--- src/rtl/sel_controller_if.sv ---
`default_nettype none
// ============================================================================
//  Module      : sel_controller_if
//  Description : Button inputs and select/enable outputs of sel_controller.
//                The master drives the raw buttons; the slave (controller)
//                drives the registered selects.
//  Revision    : 1.0 - initial release
// ============================================================================
interface sel_controller_if;
  logic       btnL;
  logic       btnR;
  logic       btnU;
  logic       btnD;
  logic       btnC;
  logic [1:0] mux_sel;
  logic [1:0] demux_sel;
  logic       enable;
  logic       sel_changed;

  modport master (
    output btnL, btnR, btnU, btnD, btnC,
    input  mux_sel, demux_sel, enable, sel_changed
  );

  modport slave (
    input  btnL, btnR, btnU, btnD, btnC,
    output mux_sel, demux_sel, enable, sel_changed
  );
endinterface
`default_nettype wire

--- src/rtl/sel_controller.sv ---
`default_nettype none
// ============================================================================
//  Module      : sel_controller
//  Description : Five push-buttons, each synchronized and debounced, whose
//                press events step/clear a mux select, a demux select and
//                toggle a shared enable. sel_changed pulses on any update.
//  Revision    : 1.0 - initial release
// ============================================================================
module sel_controller #(
  parameter int unsigned DEBOUNCE_CYCLES = 1000000
) (
  input  logic              clk,
  input  logic              reset,
  sel_controller_if.slave   bus
);

  localparam int unsigned        CNT_W   = 24;
  localparam logic [CNT_W-1:0]   CNT_MAX = CNT_W'(DEBOUNCE_CYCLES - 1);
  localparam int unsigned        NUM_BTN = 5;
  localparam int unsigned        BTN_L   = 0;
  localparam int unsigned        BTN_R   = 1;
  localparam int unsigned        BTN_U   = 2;
  localparam int unsigned        BTN_D   = 3;
  localparam int unsigned        BTN_C   = 4;

  logic [NUM_BTN-1:0] btn_raw;
  logic [NUM_BTN-1:0] press;

  assign btn_raw = {bus.btnC, bus.btnD, bus.btnU, bus.btnR, bus.btnL};

  // One synchronizer + debouncer + rising-edge detector per button.
  for (genvar i = 0; i < NUM_BTN; i++) begin : g_btn
    logic             s1_q;
    logic             s2_q;
    logic             stable_q;
    logic             stable_d;
    logic             prev_q;
    logic [CNT_W-1:0] cnt_q;
    logic [CNT_W-1:0] cnt_d;

    // Count consecutive cycles the synchronized level disagrees with the
    // debounced level; any agreement restarts the count.
    always_comb begin
      stable_d = stable_q;
      cnt_d    = '0;
      if (s2_q != stable_q) begin
        if (cnt_q == CNT_MAX) begin
          stable_d = s2_q;
        end else begin
          cnt_d = cnt_q + 1'b1;
        end
      end
    end

    // Synchronizer, debounce state and edge history registers.
    always_ff @(posedge clk) begin
      if (reset) begin
        s1_q     <= 1'b0;
        s2_q     <= 1'b0;
        stable_q <= 1'b0;
        prev_q   <= 1'b0;
        cnt_q    <= '0;
      end else begin
        s1_q     <= btn_raw[i];
        s2_q     <= s1_q;
        stable_q <= stable_d;
        prev_q   <= stable_q;
        cnt_q    <= cnt_d;
      end
    end

    // A press is the rising edge of the debounced level; releases are ignored.
    assign press[i] = stable_q & ~prev_q;
  end

  logic [1:0] mux_sel_q,   mux_sel_d;
  logic [1:0] demux_sel_q, demux_sel_d;
  logic       enable_q,    enable_d;
  logic       sel_changed_q, sel_changed_d;

  // Select/enable update: clear wins over increments, btnU merges with
  // btnL/btnR so each select moves by at most one, enable toggles freely.
  always_comb begin
    mux_sel_d   = mux_sel_q;
    demux_sel_d = demux_sel_q;
    enable_d    = enable_q;
    if (press[BTN_D]) begin
      mux_sel_d   = 2'd0;
      demux_sel_d = 2'd0;
    end else begin
      if (press[BTN_L] || press[BTN_U]) begin
        mux_sel_d = mux_sel_q + 2'd1;
      end
      if (press[BTN_R] || press[BTN_U]) begin
        demux_sel_d = demux_sel_q + 2'd1;
      end
    end
    if (press[BTN_C]) begin
      enable_d = ~enable_q;
    end
    sel_changed_d = (mux_sel_d != mux_sel_q) || (demux_sel_d != demux_sel_q) ||
                    (enable_d != enable_q);
  end

  // Output registers; sel_changed lands in the same cycle as the new values.
  always_ff @(posedge clk) begin
    if (reset) begin
      mux_sel_q     <= 2'd0;
      demux_sel_q   <= 2'd0;
      enable_q      <= 1'b0;
      sel_changed_q <= 1'b0;
    end else begin
      mux_sel_q     <= mux_sel_d;
      demux_sel_q   <= demux_sel_d;
      enable_q      <= enable_d;
      sel_changed_q <= sel_changed_d;
    end
  end

  assign bus.mux_sel     = mux_sel_q;
  assign bus.demux_sel   = demux_sel_q;
  assign bus.enable      = enable_q;
  assign bus.sel_changed = sel_changed_q;

endmodule
`default_nettype wire

--- src/flat_wrapper.sv ---
// flat-port wrapper written by rule: the top's interface ports become plain ports
module sel_controller_flat 
#(
  parameter int unsigned DEBOUNCE_CYCLES = 1000000
)
  (clk, reset, bus_btnL, bus_btnR, bus_btnU, bus_btnD, bus_btnC, bus_mux_sel, bus_demux_sel, bus_enable, bus_sel_changed);
  sel_controller_if bus_i ();
  input  logic clk;
  input  logic reset;
  input wire logic [$bits(bus_i.btnL)-1:0] bus_btnL;
  input wire logic [$bits(bus_i.btnR)-1:0] bus_btnR;
  input wire logic [$bits(bus_i.btnU)-1:0] bus_btnU;
  input wire logic [$bits(bus_i.btnD)-1:0] bus_btnD;
  input wire logic [$bits(bus_i.btnC)-1:0] bus_btnC;
  output wire logic [$bits(bus_i.mux_sel)-1:0] bus_mux_sel;
  output wire logic [$bits(bus_i.demux_sel)-1:0] bus_demux_sel;
  output wire logic [$bits(bus_i.enable)-1:0] bus_enable;
  output wire logic [$bits(bus_i.sel_changed)-1:0] bus_sel_changed;
  assign bus_i.btnL = bus_btnL;
  assign bus_i.btnR = bus_btnR;
  assign bus_i.btnU = bus_btnU;
  assign bus_i.btnD = bus_btnD;
  assign bus_i.btnC = bus_btnC;
  assign bus_mux_sel = bus_i.mux_sel;
  assign bus_demux_sel = bus_i.demux_sel;
  assign bus_enable = bus_i.enable;
  assign bus_sel_changed = bus_i.sel_changed;
  sel_controller #(.DEBOUNCE_CYCLES(DEBOUNCE_CYCLES)) u_core (.clk(clk), .reset(reset), .bus(bus_i));
endmodule
--- config.mk ---
export PLATFORM = sky130hd
export DESIGN_NAME = sel_controller_flat
export DESIGN_NICKNAME = d
export VERILOG_FILES = /design/src/rtl/sel_controller_if.sv /design/src/rtl/sel_controller.sv /design/src/flat_wrapper.sv
export SDC_FILE = /design/constraint.sdc
export NUM_CORES = 1
export LEC_CHECK = 0
export BUFFER_PORTS_ARGS = -buffer_cell sky130_fd_sc_hd__buf_2
export CAP_MARGIN = 10
export CORE_ASPECT_RATIO = 1.25
export CORE_MARGIN = 2
export CORE_UTILIZATION = 40
export DETAILED_ROUTE_END_ITERATION = 8
export PLACE_DENSITY = 0.54
export SKIP_CTS_REPAIR_TIMING = 1
export SYNTH_ARGS = -nofsm -noshare
export SYNTH_HDL_FRONTEND = slang
export SYNTH_SLANG_ARGS = --single-unit
--- constraint.sdc ---
create_clock -name clk -period 3.1 [get_ports clk]
set_clock_uncertainty 0.15 [all_clocks]
set_input_delay 0.62 -clock clk [delete_from_list [all_inputs] [get_ports clk]]
set_output_delay 0.62 -clock clk [all_outputs]
set_load 0.02 [all_outputs]
==> impl_metrics.env, run 1 <==
export IMPL_clkSinkCount=146
export IMPL_syn_to_final_growth_pct=12.2
export IMPL_status="completed"
export IMPL_fin_area_mm2=0.00724
export IMPL_drtIter0Drc=252
export IMPL_finalHoldViolCount=0
export IMPL_drt_pre_antenna_iters=4
export IMPL_finalPower_mw=3.81
export IMPL_io_buffers=12
export IMPL_arrival_ns=2.49
export IMPL_rsz0062_at_grt="false"
export IMPL_dpl_hpwl_um=8900
export IMPL_max_cap_violations=0
export IMPL_setup_worst_path_start="u_core.g_btn[1].cnt_q[8]$_SDFF_PP0_"
export IMPL_ys_ff_latch=146
export IMPL_seq_area_mm2=0.00292
export IMPL_p_leak_nw=2.09
export IMPL_grt_pass1_wl_um=22100
export IMPL_vias_per_cell=5.39
export IMPL_synth_area_mm2=0.00645
export IMPL_synthFlopType="dfxtp_1"
export IMPL_yosysTopAreaCellShare=0.453
export IMPL_gp_congestion=0.806
export IMPL_worstSkewPairLatency_ns=0.41
export IMPL_nFillCells=1603
export IMPL_slew_violations=0
export IMPL_yosysWarnings=0
export IMPL_synth_area_leaders="dfxtp_1 45%, xnor2_1 6.2%, nor2_1 5.3%"
export IMPL_route_detailed_drc=0
export IMPL_syn_nets=766
export IMPL_worst_pin_slew_ns=0.673
export IMPL_clockBufferDepth=2
export IMPL_drtAntennaViolNets=0
export IMPL_wl_per_cell_um=12.9
export IMPL_fp_dieW_um=118
export IMPL_synth_edf_count=0
export IMPL_hold_class="input port to register"
export IMPL_netlist_instances=754
export IMPL_tns_ns=0
export IMPL_drive_above_1_share=0.0674
export IMPL_setup_violations_final=0
export IMPL_finalWirelength_um=12700
export IMPL_multi_input_area_mm2=0.00332
export IMPL_ys_types=37
export IMPL_grt_pass1_vias=4932
export IMPL_cp_end_kind="register"
export IMPL_ir_worst_vdd_uv=373
export IMPL_antenna_cells=0
export IMPL_overflow=0
export IMPL_fmax_mhz=433
export IMPL_initial_utilization=0.411
export IMPL_synth_top_area_cell="dfxtp_1"
export IMPL_grt_antenna_before_repair=0
export IMPL_cts_tree="done"
export IMPL_power_density_mw_per_mm2=526
export IMPL_min_from="bus_btnD"
export IMPL_worst_path_max_fanout=16
export IMPL_seq_area_frac_synth=0.453
export IMPL_num_vias=5299
export IMPL_core_mm2=0.0157
export IMPL_fin_crit_sh=0.744
export IMPL_die_area_mm2=0.0172
export IMPL_synthArstFlopShare=0
export IMPL_relSlewSlack=0.549
export IMPL_path_class="register to register"
export IMPL_cts_buffers_inserted=17
export IMPL_startpoint_type="register"
export IMPL_period_minus_slack_ns=2.31
export IMPL_syn_mean_instance_area_um2=8.56
export IMPL_path_clk_slew_ns=0.06
export IMPL_h_tree_depth=4
export IMPL_reg2reg_from="u_core.g_btn[1].cnt_q[8]$_SDFF_PP0_"
export IMPL_fin_nets=771
export IMPL_grt_use_total=0.153
export IMPL_ios=13
export IMPL_grt_max_degree=25
export IMPL_cts_root_buf="clkbuf_16"
export IMPL_rows=51
export IMPL_die_h_um=146
export IMPL_cp_required_ns=3.29
export IMPL_placed_area_mm2=0.00670
==> Yosys cell counts (all sizes together) (2+ instances only) <==
| cell | number |
|---|---|
| dfxtp | 146 |
| nor2 | 91 |
| a21oi | 52 |
| nand3 | 47 |
| xnor2 | 46 |
| nand2 | 40 |
| nand4 | 34 |
| o21ai | 31 |
| or3 | 29 |
| nor4 | 27 |
| or4 | 26 |
| xor2 | 25 |
| clkbuf | 23 |
| inv | 23 |
| o31ai | 21 |
| nor2b | 20 |
| nor3 | 13 |
| and4 | 10 |
| buf | 9 |
| and3 | 7 |
| nor4b | 6 |
| ha | 5 |
| nand2b | 4 |
| or4b | 4 |
| nor3b | 3 |
| o41ai | 3 |
| or2 | 3 |
| and2 | 2 |
==> final cells by class <==
type	instances	share of cell area
Tap cell	212	0.0366
Inverter	23	0.0119
Clock buffer	25	0.0671
Timing Repair Buffer	18	0.0145
Clock inverter	6	0.00760
Multi-Input combinational cell	553	0.459
Sequential cell	146	0.404
==> critical path, cell delays in order (launching register included) <==
cell and delay, ns:
dfxtp_1 0.45, nand4_1 0.14, or4_1 0.77, or4_1 0.58, a21oi_1 0.14
==> path summary, 6_finish.rpt <==
kind / endpoint / cells past startpoint / slack (ns)
worst min register to register: u_core.g_btn[3].s2_q$_SDFF_PP0_ / 1 / 0.29
worst max register to register: u_core.g_btn[1].cnt_q[23]$_SDFF_PP0_ / 4 / 0.79
worst max-delay path: u_core.g_btn[1].cnt_q[23]$_SDFF_PP0_ / 4 / 0.79
worst min-delay path: u_core.g_btn[3].s1_q$_SDFF_PP0_ / 2 / 0.26
==> per-layer routing <==
layer	vias to the layer above	part of all wire	global-route usage
met5	-	0	0
met4	0	0.014	0.0590
met3	18	0.022	0.0396
met2	49	0.50	0.264
met1	2507	0.46	0.182
li1	2725	-	-
==> state kept, by name, indices dropped and copies added (netlist names) <==
register / count
u_core.g_btn.stable_q: 5
u_core.g_btn.s2_q: 5
u_core.g_btn.cnt_q: 120
u_core.bus.sel_changed: 1
u_core.g_btn.prev_q: 5
u_core.bus.demux_sel: 2
u_core.g_btn.s1_q: 5
u_core.bus.mux_sel: 2
u_core.bus.enable: 1
==> where the power goes <==
group	internal, mW	switching (mW)
clock network	1.16	0.726
registers	1.89	0.00439
logic	0.0134	0.0247
==> placed cells by master, fill, tap and decap left out, types with 26 or more instances in the layout <==
cell type and instances:
or3_1 29, o21ai_0 28, or4_1 26, a21oi_1 52, nor2_1 91, nand2_1 40
nand4_1 33, nor4_1 27, xnor2_1 46, nand3_1 47, dfxtp_1 146
==> stage by stage <==
step	setup WS, ns	hold WS (ns)	cells	util
6_report	0.792	0.258	983	0.461
5_1_grt	0.639	0.244	983	0.461
4_1_cts	0.788	0.245	983	0.461
3_5_place_dp	0.799	0.273	952	0.427
3_3_place_gp	0.831	0.271	952	0.427
2_1_floorplan	0.931	0.264	754	-
==> logic make-up after synthesis <==
logic type / count (synthesis) / share of synthesized area
flops: 146 / 0.453
xor+xnor: 71 / 0.0964
simple gates: 368 / 0.312
compound gates: 108 / 0.0940
mux: 1 / 0.00175
buf+inv: 55 / 0.0334
fa+ha+maj: 5 / 0.00970
No activity file was read; power rests on OpenSTA's default activity.
==> run 2: changes to the inputs <==
--- a/config.mk
+++ b/config.mk
@@ -11,7 +11,7 @@
 export CORE_MARGIN = 2
 export CORE_UTILIZATION = 40
 export DETAILED_ROUTE_END_ITERATION = 8
-export PLACE_DENSITY = 0.54
+export PLACE_DENSITY = 0.56
 export SKIP_CTS_REPAIR_TIMING = 1
 export SYNTH_ARGS = -nofsm -noshare
 export SYNTH_HDL_FRONTEND = slang
==> constraint.sdc (replaced) <==
create_clock -name clk -period 2 [get_ports clk]
set_clock_uncertainty 0.15 [all_clocks]
set_input_delay 0.4 -clock clk [delete_from_list [all_inputs] [get_ports clk]]
set_output_delay 0.4 -clock clk [all_outputs]
set_load 0.02 [all_outputs]
==> run 2 against run 1 <==
  * The run now ends with negative setup slack left
  * Sequential share of layout area down 4.1 points
  * Die area did not move
  * Setup slack worse by 0.81 ns
  * Highest routed layer unchanged
==> impl_metrics.env, run 2 (synthesis results as in run 1) <==
export IMPL_reg2reg_from="u_core.g_btn[4].cnt_q[22]$_SDFF_PP0_"
export IMPL_drive_above_1_share=0.214
export IMPL_io_buffers=12
export IMPL_route_met2_wl_um=6960
export IMPL_cp_end_kind="register"
export IMPL_final_cell_mix="135 x dfxtp_1, 85 x nor2_1, 79 x buf_4"
export IMPL_ios=13
export IMPL_relSlewSlack=0.730
export IMPL_finalHoldViolCount=0
export IMPL_setup_violations_final=14
export IMPL_syn_to_final_growth_pct=25.4
export IMPL_h_tree_depth=4
export IMPL_wl_met3_um=320
export IMPL_grt_pass1_vias=5324
export IMPL_path_class="register to register"
export IMPL_vias_per_cell=5.23
export IMPL_grt_use_total=0.161
export IMPL_power_density_mw_per_mm2=741
export IMPL_num_vias=5564
export IMPL_grt_antenna_before_repair=0
export IMPL_place_ws_ns=-0.0571
export IMPL_fmax_mhz=495
export IMPL_die_area_mm2=0.0172
export IMPL_overflow=0
export IMPL_clkSinkCount=146
export IMPL_grt_max_degree=25
export IMPL_final_common_cell="dfxtp_1"
export IMPL_drt_pre_antenna_iters=4
export IMPL_cts_tree="done"
export IMPL_worst_path_max_fanout=6
export IMPL_route_detailed_drc=0
export IMPL_worst_pin_slew_ns=0.401
export IMPL_startpoint_type="register"
export IMPL_rsz0062_at_grt="true"
export IMPL_max_cap_violations=0
export IMPL_worstSkewPairLatency_ns=0.42
export IMPL_hold_class="input port to register"
export IMPL_clockBufferDepth=2
export IMPL_path_clk_slew_ns=0.06
export IMPL_finalPower_mw=6.00
export IMPL_die_h_um=146
export IMPL_drtAntennaViolNets=0
export IMPL_violations="negative setup slack"
export IMPL_arrival_ns=2.18
export IMPL_fin_nets=850
export IMPL_min_from="bus_btnU"
export IMPL_wl_per_cell_um=12.9
export IMPL_cp_required_ns=2.16
export IMPL_antenna_cells=0
export IMPL_dr_max_layer_used="met4"
export IMPL_hold_slack_ns=0.0377
export IMPL_setup_worst_path_start="u_core.g_btn[4].cnt_q[22]$_SDFF_PP0_"
export IMPL_cts_root_buf="clkbuf_16"
export IMPL_largest_reg_flops=120
export IMPL_status="finished, violations left"
export IMPL_fin_ws_ns=-0.0192
export IMPL_rows=51
export IMPL_period_minus_slack_ns=2.02
export IMPL_dpl_hpwl_um=9690
export IMPL_fin_crit_sh=1.01
export IMPL_core_mm2=0.0157
export IMPL_drtIter0Drc=242
export IMPL_p_leak_nw=2.53
export IMPL_gp_congestion=0.819
export IMPL_finalWirelength_um=13700
export IMPL_wl_met1_um=6170
export IMPL_largest_register="u_core.g_btn.cnt_q"
export IMPL_grt_pass1_wl_um=23100
export IMPL_cts_buffers_inserted=17
export IMPL_initial_utilization=0.411
export IMPL_nFillCells=1517
export IMPL_fp_dieW_um=118
export IMPL_ir_worst_vdd_uv=562
export IMPL_slew_violations=0
-- run 2: path summary, 6_finish.rpt --
check | end | slack, ns | depth (start not counted)
setup / recovery | u_core.g_btn[4].cnt_q[2]$_SDFF_PP0_ | -0.02 | 5
hold / removal | u_core.g_btn[2].s1_q$_SDFF_PP0_ | 0.04 | 2
setup reg to reg | u_core.g_btn[4].cnt_q[2]$_SDFF_PP0_ | -0.02 | 5
hold reg to reg | u_core.g_btn[1].s2_q$_SDFF_PP0_ | 0.29 | 1
-- run 2: worst max-delay path, stage by stage (launching register included) --
cell       delay [ns]
dfxtp_2          0.32
or4_4            0.52
or4_4            0.45
o21bai_4         0.23
clkbuf_16        0.20
nor2_1           0.04
-- run 2: power breakdown --
| group | internal (mW) | switching, mW |
|---|---|---|
| logic | 0.0312 | 0.0426 |
| registers | 2.92 | 0.00673 |
| clock network | 1.77 | 1.22 |
-- run 2: per-layer routing --
| metal | track usage | up-vias |
|---|---|---|
| met5 | 0 | - |
| met4 | 0.0645 | 0 |
| met3 | 0.0357 | 16 |
| met2 | 0.291 | 50 |
| met1 | 0.182 | 2619 |
| li1 | - | 2879 |
-- run 2: layout make-up --
class,count,area (µm²),area share
Sequential cell,146,2940,0.363
Multi-Input combinational cell,553,3480,0.430
Clock inverter,13,111,0.0138
Timing Repair Buffer,97,756,0.0934
Tap cell,212,265,0.0328
Clock buffer,19,453,0.0560
Inverter,23,86.3,0.0107
-- run 2: through the flow --
stage	area [µm²]	utilization	setup TNS (ns)	cells
finish	8090	0.515	-0.142	1063
global route	8090	0.515	-1.12	1063
CTS	7880	0.502	-0.548	1057
detailed placement	7310	0.466	-0.253	1025
global placement	7310	0.466	-0.0519	1025
floorplan	6500	-	-0.0324	754
